==> src/rtl/imem_boot_loader_if.sv <==
`default_nettype none
// ============================================================================
//  Module   : imem_boot_loader_if
//  Purpose  : Host byte stream (valid/ready) and instruction-memory write bus
//             shared between the boot loader and its environment.
//  Revision : 1.0  initial release
// ============================================================================
interface imem_boot_loader_if #(
    parameter int ADDR_WIDTH = 10
);
    logic                  rx_valid;
    logic [7:0]            rx_data;
    logic                  rx_ready;
    logic                  imem_we;
    logic [ADDR_WIDTH-1:0] imem_addr;
    logic [31:0]           imem_wdata;

    // Environment side: drives the byte stream, observes memory writes
    modport master (
        output rx_valid, rx_data,
        input  rx_ready, imem_we, imem_addr, imem_wdata
    );

    // Loader side: consumes the byte stream, drives memory writes
    modport slave (
        input  rx_valid, rx_data,
        output rx_ready, imem_we, imem_addr, imem_wdata
    );
endinterface
`default_nettype wire

==> src/rtl/imem_boot_loader.sv <==
`default_nettype none
// ============================================================================
//  Module   : imem_boot_loader
//  Purpose  : Receives a framed byte image (count, LE words, XOR checksum),
//             writes it to instruction memory from address 0 and releases the
//             core from reset once the image verifies.
//  Revision : 1.0  initial release
// ============================================================================
module imem_boot_loader #(
    parameter int ADDR_WIDTH     = 10,
    parameter int TIMEOUT_CYCLES = 65536
) (
    input  wire logic             clk,
    input  wire logic             reset,
    imem_boot_loader_if.slave     bus,
    input  wire logic             reload,
    output logic                  cpu_hold,
    output logic                  done,
    output logic                  error,
    output logic [1:0]            error_code,
    output logic [ADDR_WIDTH:0]   words_loaded
);

    localparam logic [32:0]         DEPTH    = 33'(1) << ADDR_WIDTH;
    localparam int                  TW       = $clog2(TIMEOUT_CYCLES + 1);
    localparam logic [TW-1:0]       TMO_LAST = TW'(TIMEOUT_CYCLES - 1);
    localparam logic [1:0]          ERR_OVF  = 2'd1;
    localparam logic [1:0]          ERR_TMO  = 2'd2;
    localparam logic [1:0]          ERR_SUM  = 2'd3;
    localparam logic [ADDR_WIDTH:0] ONE      = (ADDR_WIDTH+1)'(1);

    typedef enum logic [2:0] {
        S_HDR   = 3'd0,
        S_LOAD  = 3'd1,
        S_CHECK = 3'd2,
        S_RUN   = 3'd3,
        S_ERROR = 3'd4
    } state_t;

    state_t                state;
    logic [1:0]            byte_cnt;   // byte position inside header / word
    logic [23:0]           shift;      // first three bytes of the current group
    logic [7:0]            csum;       // running XOR of payload bytes
    logic [ADDR_WIDTH:0]   n_words;    // validated word count from the header
    logic [TW-1:0]         tmo_cnt;    // idle cycles since last accepted byte

    logic                  accept;
    logic [31:0]           word_full;
    logic [ADDR_WIDTH:0]   count_next;
    logic                  timer_active;
    logic                  timer_expire;

    assign accept       = bus.rx_valid & bus.rx_ready;
    // Completed little-endian group once the 4th byte arrives
    assign word_full    = {bus.rx_data, shift};
    assign count_next   = words_loaded + ONE;
    // Header timeout only arms after the first header byte
    assign timer_active = ((state == S_HDR) && (byte_cnt != 2'd0)) ||
                          (state == S_LOAD) || (state == S_CHECK);
    assign timer_expire = timer_active && !accept && (tmo_cnt == TMO_LAST);

    // Frame-parsing state machine with all outputs registered
    always_ff @(posedge clk or negedge reset) begin
        if (!reset) begin
            state          <= S_HDR;
            byte_cnt       <= 2'd0;
            shift          <= 24'd0;
            csum           <= 8'd0;
            n_words        <= '0;
            tmo_cnt        <= '0;
            bus.rx_ready   <= 1'b0;
            bus.imem_we    <= 1'b0;
            bus.imem_addr  <= '0;
            bus.imem_wdata <= 32'd0;
            cpu_hold       <= 1'b1;
            done           <= 1'b0;
            error          <= 1'b0;
            error_code     <= 2'd0;
            words_loaded   <= '0;
        end else begin
            bus.imem_we <= 1'b0;

            if (accept) begin
                tmo_cnt <= '0;
            end else if (timer_active) begin
                tmo_cnt <= tmo_cnt + TW'(1);
            end

            if (timer_expire) begin
                state        <= S_ERROR;
                error        <= 1'b1;
                error_code   <= ERR_TMO;
                bus.rx_ready <= 1'b0;
                tmo_cnt      <= '0;
            end else begin
                case (state)
                    S_HDR: begin
                        bus.rx_ready <= 1'b1;
                        if (accept) begin
                            shift    <= {bus.rx_data, shift[23:8]};
                            byte_cnt <= byte_cnt + 2'd1;
                            if (byte_cnt == 2'd3) begin
                                n_words <= word_full[ADDR_WIDTH:0];
                                if ({1'b0, word_full} > DEPTH) begin
                                    state        <= S_ERROR;
                                    error        <= 1'b1;
                                    error_code   <= ERR_OVF;
                                    bus.rx_ready <= 1'b0;
                                end else if (word_full == 32'd0) begin
                                    state <= S_CHECK;
                                end else begin
                                    state <= S_LOAD;
                                end
                            end
                        end
                    end

                    S_LOAD: begin
                        bus.rx_ready <= 1'b1;
                        if (accept) begin
                            shift    <= {bus.rx_data, shift[23:8]};
                            csum     <= csum ^ bus.rx_data;
                            byte_cnt <= byte_cnt + 2'd1;
                            if (byte_cnt == 2'd3) begin
                                bus.imem_we    <= 1'b1;
                                bus.imem_addr  <= words_loaded[ADDR_WIDTH-1:0];
                                bus.imem_wdata <= word_full;
                                words_loaded   <= count_next;
                                if (count_next == n_words) begin
                                    state <= S_CHECK;
                                end
                            end
                        end
                    end

                    S_CHECK: begin
                        bus.rx_ready <= 1'b1;
                        if (accept) begin
                            bus.rx_ready <= 1'b0;
                            if (bus.rx_data == csum) begin
                                state    <= S_RUN;
                                cpu_hold <= 1'b0;
                                done     <= 1'b1;
                            end else begin
                                state      <= S_ERROR;
                                error      <= 1'b1;
                                error_code <= ERR_SUM;
                            end
                        end
                    end

                    S_RUN, S_ERROR: begin
                        bus.rx_ready <= 1'b0;
                        if (reload) begin
                            state        <= S_HDR;
                            bus.rx_ready <= 1'b1;
                            cpu_hold     <= 1'b1;
                            done         <= 1'b0;
                            error        <= 1'b0;
                            error_code   <= 2'd0;
                            words_loaded <= '0;
                            byte_cnt     <= 2'd0;
                            shift        <= 24'd0;
                            csum         <= 8'd0;
                            tmo_cnt      <= '0;
                        end
                    end

                    default: begin
                        state        <= S_HDR;
                        bus.rx_ready <= 1'b0;
                    end
                endcase
            end
        end
    end

endmodule
`default_nettype wire

==> src/flat_wrapper.sv <==
// flat-port wrapper written by rule: the top's interface ports become plain ports
module imem_boot_loader_flat 
#(
    parameter int ADDR_WIDTH     = 10,
    parameter int TIMEOUT_CYCLES = 65536
)
  (clk, reset, reload, cpu_hold, done, error, error_code, words_loaded, bus_rx_valid, bus_rx_data, bus_rx_ready, bus_imem_we, bus_imem_addr, bus_imem_wdata);
  imem_boot_loader_if #(.ADDR_WIDTH(ADDR_WIDTH)) bus_i ();
  input  wire logic clk;
  input  wire logic reset;
  input  wire logic reload;
  output logic cpu_hold;
  output logic done;
  output logic error;
  output logic [1:0] error_code;
  output logic [ADDR_WIDTH:0] words_loaded;
  input wire logic [$bits(bus_i.rx_valid)-1:0] bus_rx_valid;
  input wire logic [$bits(bus_i.rx_data)-1:0] bus_rx_data;
  output wire logic [$bits(bus_i.rx_ready)-1:0] bus_rx_ready;
  output wire logic [$bits(bus_i.imem_we)-1:0] bus_imem_we;
  output wire logic [$bits(bus_i.imem_addr)-1:0] bus_imem_addr;
  output wire logic [$bits(bus_i.imem_wdata)-1:0] bus_imem_wdata;
  assign bus_i.rx_valid = bus_rx_valid;
  assign bus_i.rx_data = bus_rx_data;
  assign bus_rx_ready = bus_i.rx_ready;
  assign bus_imem_we = bus_i.imem_we;
  assign bus_imem_addr = bus_i.imem_addr;
  assign bus_imem_wdata = bus_i.imem_wdata;
  imem_boot_loader #(.ADDR_WIDTH(ADDR_WIDTH), .TIMEOUT_CYCLES(TIMEOUT_CYCLES)) u_core (.clk(clk), .reset(reset), .bus(bus_i), .reload(reload), .cpu_hold(cpu_hold), .done(done), .error(error), .error_code(error_code), .words_loaded(words_loaded));
endmodule
==> config.mk <==
export PLATFORM = sky130hd
export DESIGN_NAME = imem_boot_loader_flat
export DESIGN_NICKNAME = d
export VERILOG_FILES = /design/src/rtl/imem_boot_loader_if.sv /design/src/rtl/imem_boot_loader.sv /design/src/flat_wrapper.sv
export SDC_FILE = /design/constraint.sdc
export NUM_CORES = 1
export LEC_CHECK = 0
export CAP_MARGIN = 0
export CELL_PAD_IN_SITES_DETAIL_PLACEMENT = 1
export CELL_PAD_IN_SITES_GLOBAL_PLACEMENT = 2
export CORE_MARGIN = 3
export CORE_UTILIZATION = 32
export CTS_CLUSTER_DIAMETER = 50
export CTS_CLUSTER_SIZE = 14
export DETAILED_ROUTE_END_ITERATION = 10
export GPL_TIMING_DRIVEN = 0
export PLACE_DENSITY_LB_ADDON = 0.3
export SETUP_SLACK_MARGIN = 0.5
export SLEW_MARGIN = 20
export SYNTH_ARGS = -nofsm -noshare
export SYNTH_HDL_FRONTEND = slang
export SYNTH_SLANG_ARGS = --single-unit
==> constraint.sdc <==
create_clock -name clk -period 2.21 [get_ports clk]
set_clock_uncertainty 0.15 [all_clocks]
set_input_delay 0.3315 -clock clk [delete_from_list [all_inputs] [get_ports clk]]
set_output_delay 0.3315 -clock clk [all_outputs]
set_load 0.1 [all_outputs]
==> results of run 1 <==
[layer usage]
layer	up-vias	share of wire, %	track usage [%]
li1	2520	-	-
met1	2886	42	24.01
met2	113	53	32.91
met3	37	2.9	3.851
met4	0	2.0	6.153
met5	-	0	0
[kinds of logic after synthesis]
logic type | after synthesis | share of synthesized area [%]
flops | 125 | 51.99
compound gates | 106 | 12.60
xor+xnor | 37 | 5.383
mux | 15 | 2.827
buf+inv | 43 | 3.617
simple gates | 287 | 22.55
fa+ha+maj | 5 | 1.039
[worst max-delay path: stages (launching register included)]
cell	delay [ns]
dfrtp_1	0.46
nor4_2	0.29
nand4_1	0.12
buf_4	0.18
o41ai_1	0.39
nor3b_2	0.30
o21ai_1	0.13
o21ai_1	0.14
[repair_timing]
item                                    in CTS  in global routing
buffers inserted                            45                 44
resized for setup                          285                443
cloned                                       3                 13
pin swaps                                   26                101
endpoints found under the hold margin       48                  0
endpoints found under the setup margin     184                169
hold buffers                                 1                  0
[placed cells by master, fill, tap and decap left out, drive strengths merged, types with 3 or more instances in the layout]
| cell type | instances |
|---|---|
| xor2 | 16 |
| a211oi | 3 |
| and3 | 4 |
| buf | 149 |
| and2 | 5 |
| xnor2 | 21 |
| dlygate4sd2 | 5 |
| nor2 | 43 |
| nand4 | 8 |
| dfrtp | 124 |
| nand2b | 4 |
| clkbuf | 76 |
| dlymetal6s2s | 4 |
| nand3 | 21 |
| nor3 | 10 |
| o21ai | 42 |
| clkinvlp | 5 |
| o21a | 3 |
| nand2 | 162 |
| o31ai | 6 |
| clkinv | 5 |
| a21oi | 7 |
| ha | 5 |
| nor4 | 11 |
| a31oi | 5 |
| inv | 6 |
| mux2 | 13 |
| nor2b | 4 |
| a22o | 28 |
[cell usage after synthesis, types with 3 or more instances]
cell type / count / area, sq um
and2_1: 4 / 25.02
nand2b_1: 4 / 25.02
nor4_2: 4 / 50.05
o31ai_1: 5 / 37.54
nor3_1: 9 / 45.04
ha_1: 5 / 62.56
a21oi_1: 6 / 30.03
nor4_1: 6 / 37.54
inv_1: 6 / 22.52
buf_6: 3 / 33.78
xor2_1: 16 / 140.1
mux2_2: 12 / 135.1
nand2_1: 161 / 604.3
a31oi_1: 5 / 31.28
a211oi_1: 3 / 22.52
nor2_1: 43 / 161.4
a22o_1: 28 / 245.2
nand3_1: 16 / 80.08
xnor2_1: 21 / 183.9
o21ai_0: 33 / 165.2
nand4_1: 8 / 50.05
buf_2: 18 / 90.09
nor2b_1: 4 / 25.02
buf_4: 3 / 22.52
o21a_1: 3 / 22.52
and3_1: 4 / 25.02
nand3_2: 5 / 50.05
clkbuf_1: 12 / 45.04
dfrtp_1: 124 / 3103
o21ai_1: 9 / 45.04
[power groups by stage]
stage	Clock, mW	Sequential (mW)	Combinational [mW]
5_1_grt	2.89	3.08	3.70
3_3_place_gp	0	2.97	2.01
4_1_cts	2.77	2.95	2.40
3_5_place_dp	0	2.99	2.08
2_1_floorplan	0	3.11	1.33
6_report	2.75	3.06	3.50
[metrics by stage]
stage | std cells | hold slack (ns)
2_1_floorplan | 618 | -0.1141
3_3_place_gp | 917 | 0.3084
3_5_place_dp | 918 | 0.1210
4_1_cts | 999 | 0.2159
5_1_grt | 1056 | 0.1845
6_report | 1056 | 0.1879
[state kept, by name (all words and copies together) (netlist names), 3 cells and up]
register and count:
u_core.shift 24, u_core.tmo_cnt 17, u_core.words_loaded 11, u_core.n_words 11, u_core.bus.imem_wdata 32, u_core.bus.imem_addr 10
u_core.csum 8, u_core.state 3
[cell type report]
class,instances,area [sq um],share of cell area [%]
multi-input cells,450,3722,36.95
clock inverters,10,88.84,0.8819
repair buffers,177,1822,18.08
plain buffers,36,464.2,4.608
flip-flops and latches,125,3171,31.47
inverters,7,35.03,0.3478
clock buffers,22,484.2,4.807
well taps,229,286.5,2.844
[how the worst min path moves through the flow]
stage | start | endpoint | slack (ns) | cells after the start
2_1_floorplan | reset | u_core.bus.imem_addr[0] | -0.11 | 0
3_3_place_gp | u_core.bus.imem_addr[1] | u_core.bus.imem_addr[1] | 0.31 | 2
3_5_place_dp | reset | u_core.bus.imem_wdata[11] | 0.12 | 1
4_1_cts | reload | u_core.cpu_hold | 0.22 | 3
5_1_grt | bus_rx_data[2] | u_core.bus.imem_wdata[26] | 0.18 | 3
6_report | bus_rx_data[6] | u_core.bus.imem_wdata[30] | 0.19 | 3
==> key figures, run 1 <==
Outcome
  • Status: finished with violations
  • Failing checks: setup timing

Power and ir drop
  • Power Dens Cells: 923.6 nW/um^2
  • Peak VDD IR: around 0.60 mV
  • Design Power: 9.304 mW
  • NetSw: between 3 and 4 mW
  • Leak pwr: about 5 nW
  • Comb power frac: 37.6%
  • Sw Share: 36.48%
  • Sequential share of power: 32.8%
  • Clock power frac: 29.5%
  • Cell Int Power: 5.910 mW

Final layout
  • Final core utilization: between 50% and 60%
  • Ant. Diodes: 0
  • Layout fillers: ~1900
  • Synth-to-Final Area Change: 67.35%
  • Layout cells sized above 1: 55.02%
  • Layout net count: 831
  • Post-route cell area: 10070 sq um

Global route
  • Total GRT Usage: 19.08%
  • Global-route wire length before repair: 30660 microns
  • Initial antenna violation count: 0
  • Pin count of the biggest net entering global routing: 77
  • Vias in the first global route: 5690
  • Grt total ovfl: 0

Critical path
  • FF-to-FF setup slack: -0.03 ns
  • Startpoint types: register
  • Critical R2R Capture: u_core.state[1]
  • Worst Path Required: around 2.4 ns
  • WS Path Type: reg -> reg
  • Nature of the critical path endpoint: register
  • Setup crit end: u_core.state[1]
  • Worst r2r path cells: 7
  • Crit path DAT: 2.43 ns
  • Critical Path Start: u_core.shift[17]
  • Crit Path Max Fanout: 4
  • Critical R2R Launch: u_core.shift[17]

Detailed routing
  • DRC: 0
  • Vias: 5556
  • DR vias/cell: roughly 5.3
  • Remaining antenna violation count: 0
  • DRT Wirelength: 23020 microns
  • Drt wl/cell: 21.80 microns
  • Initial DRC count: 275
  • First-pass DRT Iterations: 4

Place
  • Gpl congestion: 0.8143
  • Post-DP Area: 7224 sq um
  • I/O Buffers: 70
  • Hpwl dp: 12060 microns
  • DP Worst Slack: -0.6920 ns

Logic synthesis
  • Synth warn: 0
  • Synth Area per Inst: 9.740 sq um
  • Prevailing post-synth register cell: dfrtp_1
  • Yosys reg bits: 125
  • FFs w/ async S/R, synth: 100.0%
  • Post-synthesis sequential area ratio: 51.99%
  • Cell Area, Synth: 6020 sq um
  • Mapped Cells: approximately 620
  • Synth Net Count: 635
  • Number of synthesized flops with an enable pin: 0
  • Unique masters post-synth: 61

Clock network
  • Reg clk slew, reported paths: 0.06 ns
  • CTS max path bufs: 2
  • TritonCTS buffer count: 17
  • Clock latency on the worst-skew pair: 0.42 ns
  • CTS tree: built
  • H-tree levels: 4
  • Clk sinks: approximately 130
  • Root buffer selected by CTS: clkbuf_16

Timing
  • Rel. slew slack: 54.44%
  • Fmax: 0.4458 GHz
  • # setup viols final: 3
  • Final worst-path cycle share: 101.5%
  • Final max-slew violation count: 0
  • Final Hold Fails: 0
  • Post-layout min period: 2.243 ns
  • Setup TNS: -0.04201 ns
  • Final worst setup slack: -0.03331 ns
  • Least-Margin Pin Slew: 0.6834 ns
  • RSZ-0062 raised after global routing: true

Floorplan
  • Core area: 18210 sq um
  • Die Area: 20490 sq um
  • Starting density of the core: around a third
  • Die Height: 143.2 microns
  • Ports: 72
  • Site row count: 49
  • Die W: 143.2 microns

Hold path
  • Hold Path Class: in -> reg

Job
  • Maxcap violations: 0
Note: power is estimated with default switching activity, not from simulation.
==> run 2: changes to the inputs <==
Settings changed: CORE_UTILIZATION 32 to 30.
==> key figures, run 2 (same netlist as run 1, synthesis figures left out) <==
Critical path
  • Crit Path Max Fanout: 7 (+3)
  • Critical R2R Launch: u_core.byte_cnt[0]
  • Startpoint types: register
  • FF-to-FF setup slack: -0.06 ns (-0.03 ns)
  • Worst Path Required: 2.42 ns (+0.02 ns)
  • Nature of the critical path endpoint: register
  • Crit path DAT: 2.48 ns (+0.05 ns)
  • WS Path Type: reg -> reg
  • Critical R2R Capture: u_core.tmo_cnt[9]
  • Worst r2r path cells: 10 (+3)

Final layout
  • Most flops, register: u_core.bus.imem_wdata
  • Largest register FFs: 32 (unchanged)
  • Most common cell after layout, fill and taps aside: nand2_1
  • Post-route cell area: 8733 sq um (-13%)
  • Ant. Diodes: 0 (unchanged)
  • Layout cells sized above 1: 38.44% (-17 points)
  • Most frequent cells in the layout: nand2_1 (156), dfrtp_1 (109), buf_4 (52)
  • Final core utilization: 44.58% (-11 points)
  • Layout net count: 776 (-6.6%)
  • Synth-to-Final Area Change: 45.08%
  • Top Registers: u_core.bus.imem_wdata x32, u_core.shift x24, u_core.tmo_cnt x17

Global route
  • Global-route track usage on met3: 3.311% (-0.54 points)
  • Initial antenna violation count: 0 (unchanged)
  • GR peak layer: met2
  • Grt met2 use: 28.15% (-4.8 points)
  • M1 GR Usage: 22.33% (-1.7 points)
  • Total GRT Usage: 17.01% (-2.1 points)
  • Vias in the first global route: 5432 (-4.5%)
  • Global-route wire length before repair: 29330 microns (-4.3%)
  • Pin count of the biggest net entering global routing: 64 (-17%)
  • Grt total ovfl: 0 (unchanged)

Power and ir drop
  • Peak VDD IR: 0.6430 mV (+6.8%)
  • Sw Share: 34.43% (-2.1 points)
  • Cell Int Power: 5.559 mW (-5.9%)
  • NetSw: 2.919 mW (-14%)
  • Clock power frac: 32.0% (+2.5 points)
  • Sequential share of power: 35.0% (+2.2 points)
  • Leak pwr: 4.048 nW (-18%)
  • Power Dens Cells: 970.7 nW/um^2 (+5.1%)
  • Comb power frac: 33.0% (-4.6 points)

Timing
  • Final worst-path cycle share: 102.8% (+1.3 points)
  • Fmax: 0.4400 GHz (-1.3%)
  • Final max-slew violation count: 0 (unchanged)
  • Post-layout min period: 2.273 ns (+0.02955 ns)
  • Final Hold Fails: 0 (unchanged)
  • RSZ-0062 raised after global routing: true
  • # setup viols final: 15 (+12)
  • Least-Margin Pin Slew: 0.6096 ns (-0.07380 ns)
  • Min Hold Slack: 0.1650 ns (-0.02295 ns)
  • Final worst setup slack: -0.06286 ns (-0.02955 ns)
  • Rel. slew slack: 59.36% (+4.9 points)
  • Setup TNS: -0.6007 ns (-0.5587 ns)

Clock network
  • Root buffer selected by CTS: clkbuf_16
  • Clk sinks: 125 (unchanged)
  • H-tree levels: 4 (unchanged)
  • CTS tree: built
  • TritonCTS buffer count: 17 (unchanged)
  • Reg clk slew, reported paths: 0.06 ns (about the same)
  • Clock latency on the worst-skew pair: 0.42 ns (about the same)
  • CTS max path bufs: 2 (unchanged)

Detailed routing
  • First-pass DRT Iterations: 4 (unchanged)
  • Initial DRC count: 248 (-9.8%)
  • DR vias/cell: 4.935 (-6.2%)
  • DRC: 0 (unchanged)
  • Remaining antenna violation count: 0 (unchanged)
  • Vias: 5108 (-8.1%)
  • DRT Wirelength: 18800 microns (-18%)
  • Drt wl/cell: 18.16 microns (-17%)

Place
  • Post-DP Area: 7269 sq um (+0.62%)
  • I/O Buffers: 70 (unchanged)
  • Gpl congestion: 0.7950 (-2.4%)
  • Hpwl dp: 12080 microns (+0.17%)

Hold path
  • Hold Path Class: in -> reg
  • Hold path cells: 3 (unchanged)
  • Hold Path Sink: u_core.bus.imem_wdata[26]
  • Worst hold start: bus_rx_data[2]

Floorplan
  • Die Height: 147.7 microns (+3.1%)
  • Die W: 147.7 microns (+3.1%)
  • Starting density of the core: 30.73% (-2.3 points)
  • Site row count: 51 (+4.1%)
  • Die Area: 21800 sq um (+6.4%)
  • Core area: 19590 sq um (+7.6%)
  • Ports: 72 (unchanged)

Outcome
  • Failing checks: setup timing
  • Status: finished with violations

Job
  • Maxcap violations: 0 (unchanged)
run 2: area by class of cell:
cell class	count	area [sq um]
clock inverter	7	90.09
buffer	36	387.9
sequential	125	3163
clock buffer	23	467.9
inverter	7	32.53
tap	265	331.6
timing repair buffer	122	1105
fill	2184	10860
multi-input combinational	450	3156
run 2: routing by layer:
layer / part of all wire, % / vias up / wire, microns
met5: 0 / - / 0
met4: 1.3 / 0 / 241
met1: 47 / 2582 / 8749
met2: 49 / 99 / 9289
li1: - / 2408 / -
met3: 2.8 / 19 / 517
run 2: worst max path at each step:
stage / endpoint / slack, ns / start
after floorplan: u_core.state[0] / -0.08 / u_core.words_loaded[0]
after global placement: u_core.bus.rx_ready / -5.35 / reset
after detailed placement: u_core.bus.imem_wdata[2] / -0.70 / bus_rx_valid
after CTS: u_core.state[0] / -0.04 / u_core.words_loaded[0]
after global routing: u_core.state[0] / -0.13 / u_core.byte_cnt[0]
final: u_core.tmo_cnt[9] / -0.06 / u_core.byte_cnt[0]
run 2: worst max-delay path: stages, from the launching register on:
cell and delay, ns:
dfrtp_1 0.41, inv_1 0.08, ha_2 0.18, or3b_4 0.41
and2_4 0.16, buf_12 0.13, buf_4 0.17, nand2_4 0.07
nand3_4 0.15, clkbuf_16 0.22, nor2_2 0.09
run 2: through the flow:
step | worst slack [ns] | total power, mW | std cells
6_report | -0.06286 | 8.477 | 1035
5_1_grt | -0.1346 | 8.899 | 1035
4_1_cts | -0.03992 | 8.008 | 1007
3_5_place_dp | -0.6962 | 5.070 | 954
3_3_place_gp | -5.348 | 4.985 | 953
2_1_floorplan | -0.08154 | 4.433 | 618
run 2: timing repair:
item,CTS,global route
buffers inserted,22,25
endpoints found under the hold margin,62,0
gates cloned,0,3
gates resized for setup,406,124
pin swaps,56,24
hold buffers,1,0
setup endpoints to repair,184,150
run 2: power by group through the flow:
| stage | clock network, mW | logic (mW) | registers [mW] |
|---|---|---|---|
| 4_1_cts | 2.78 | 2.27 | 2.96 |
| 3_3_place_gp | 0 | 2.01 | 2.97 |
| 6_report | 2.71 | 2.80 | 2.97 |
| 3_5_place_dp | 0 | 2.08 | 2.99 |
| 2_1_floorplan | 0 | 1.33 | 3.11 |
| 5_1_grt | 2.90 | 2.99 | 3.01 |
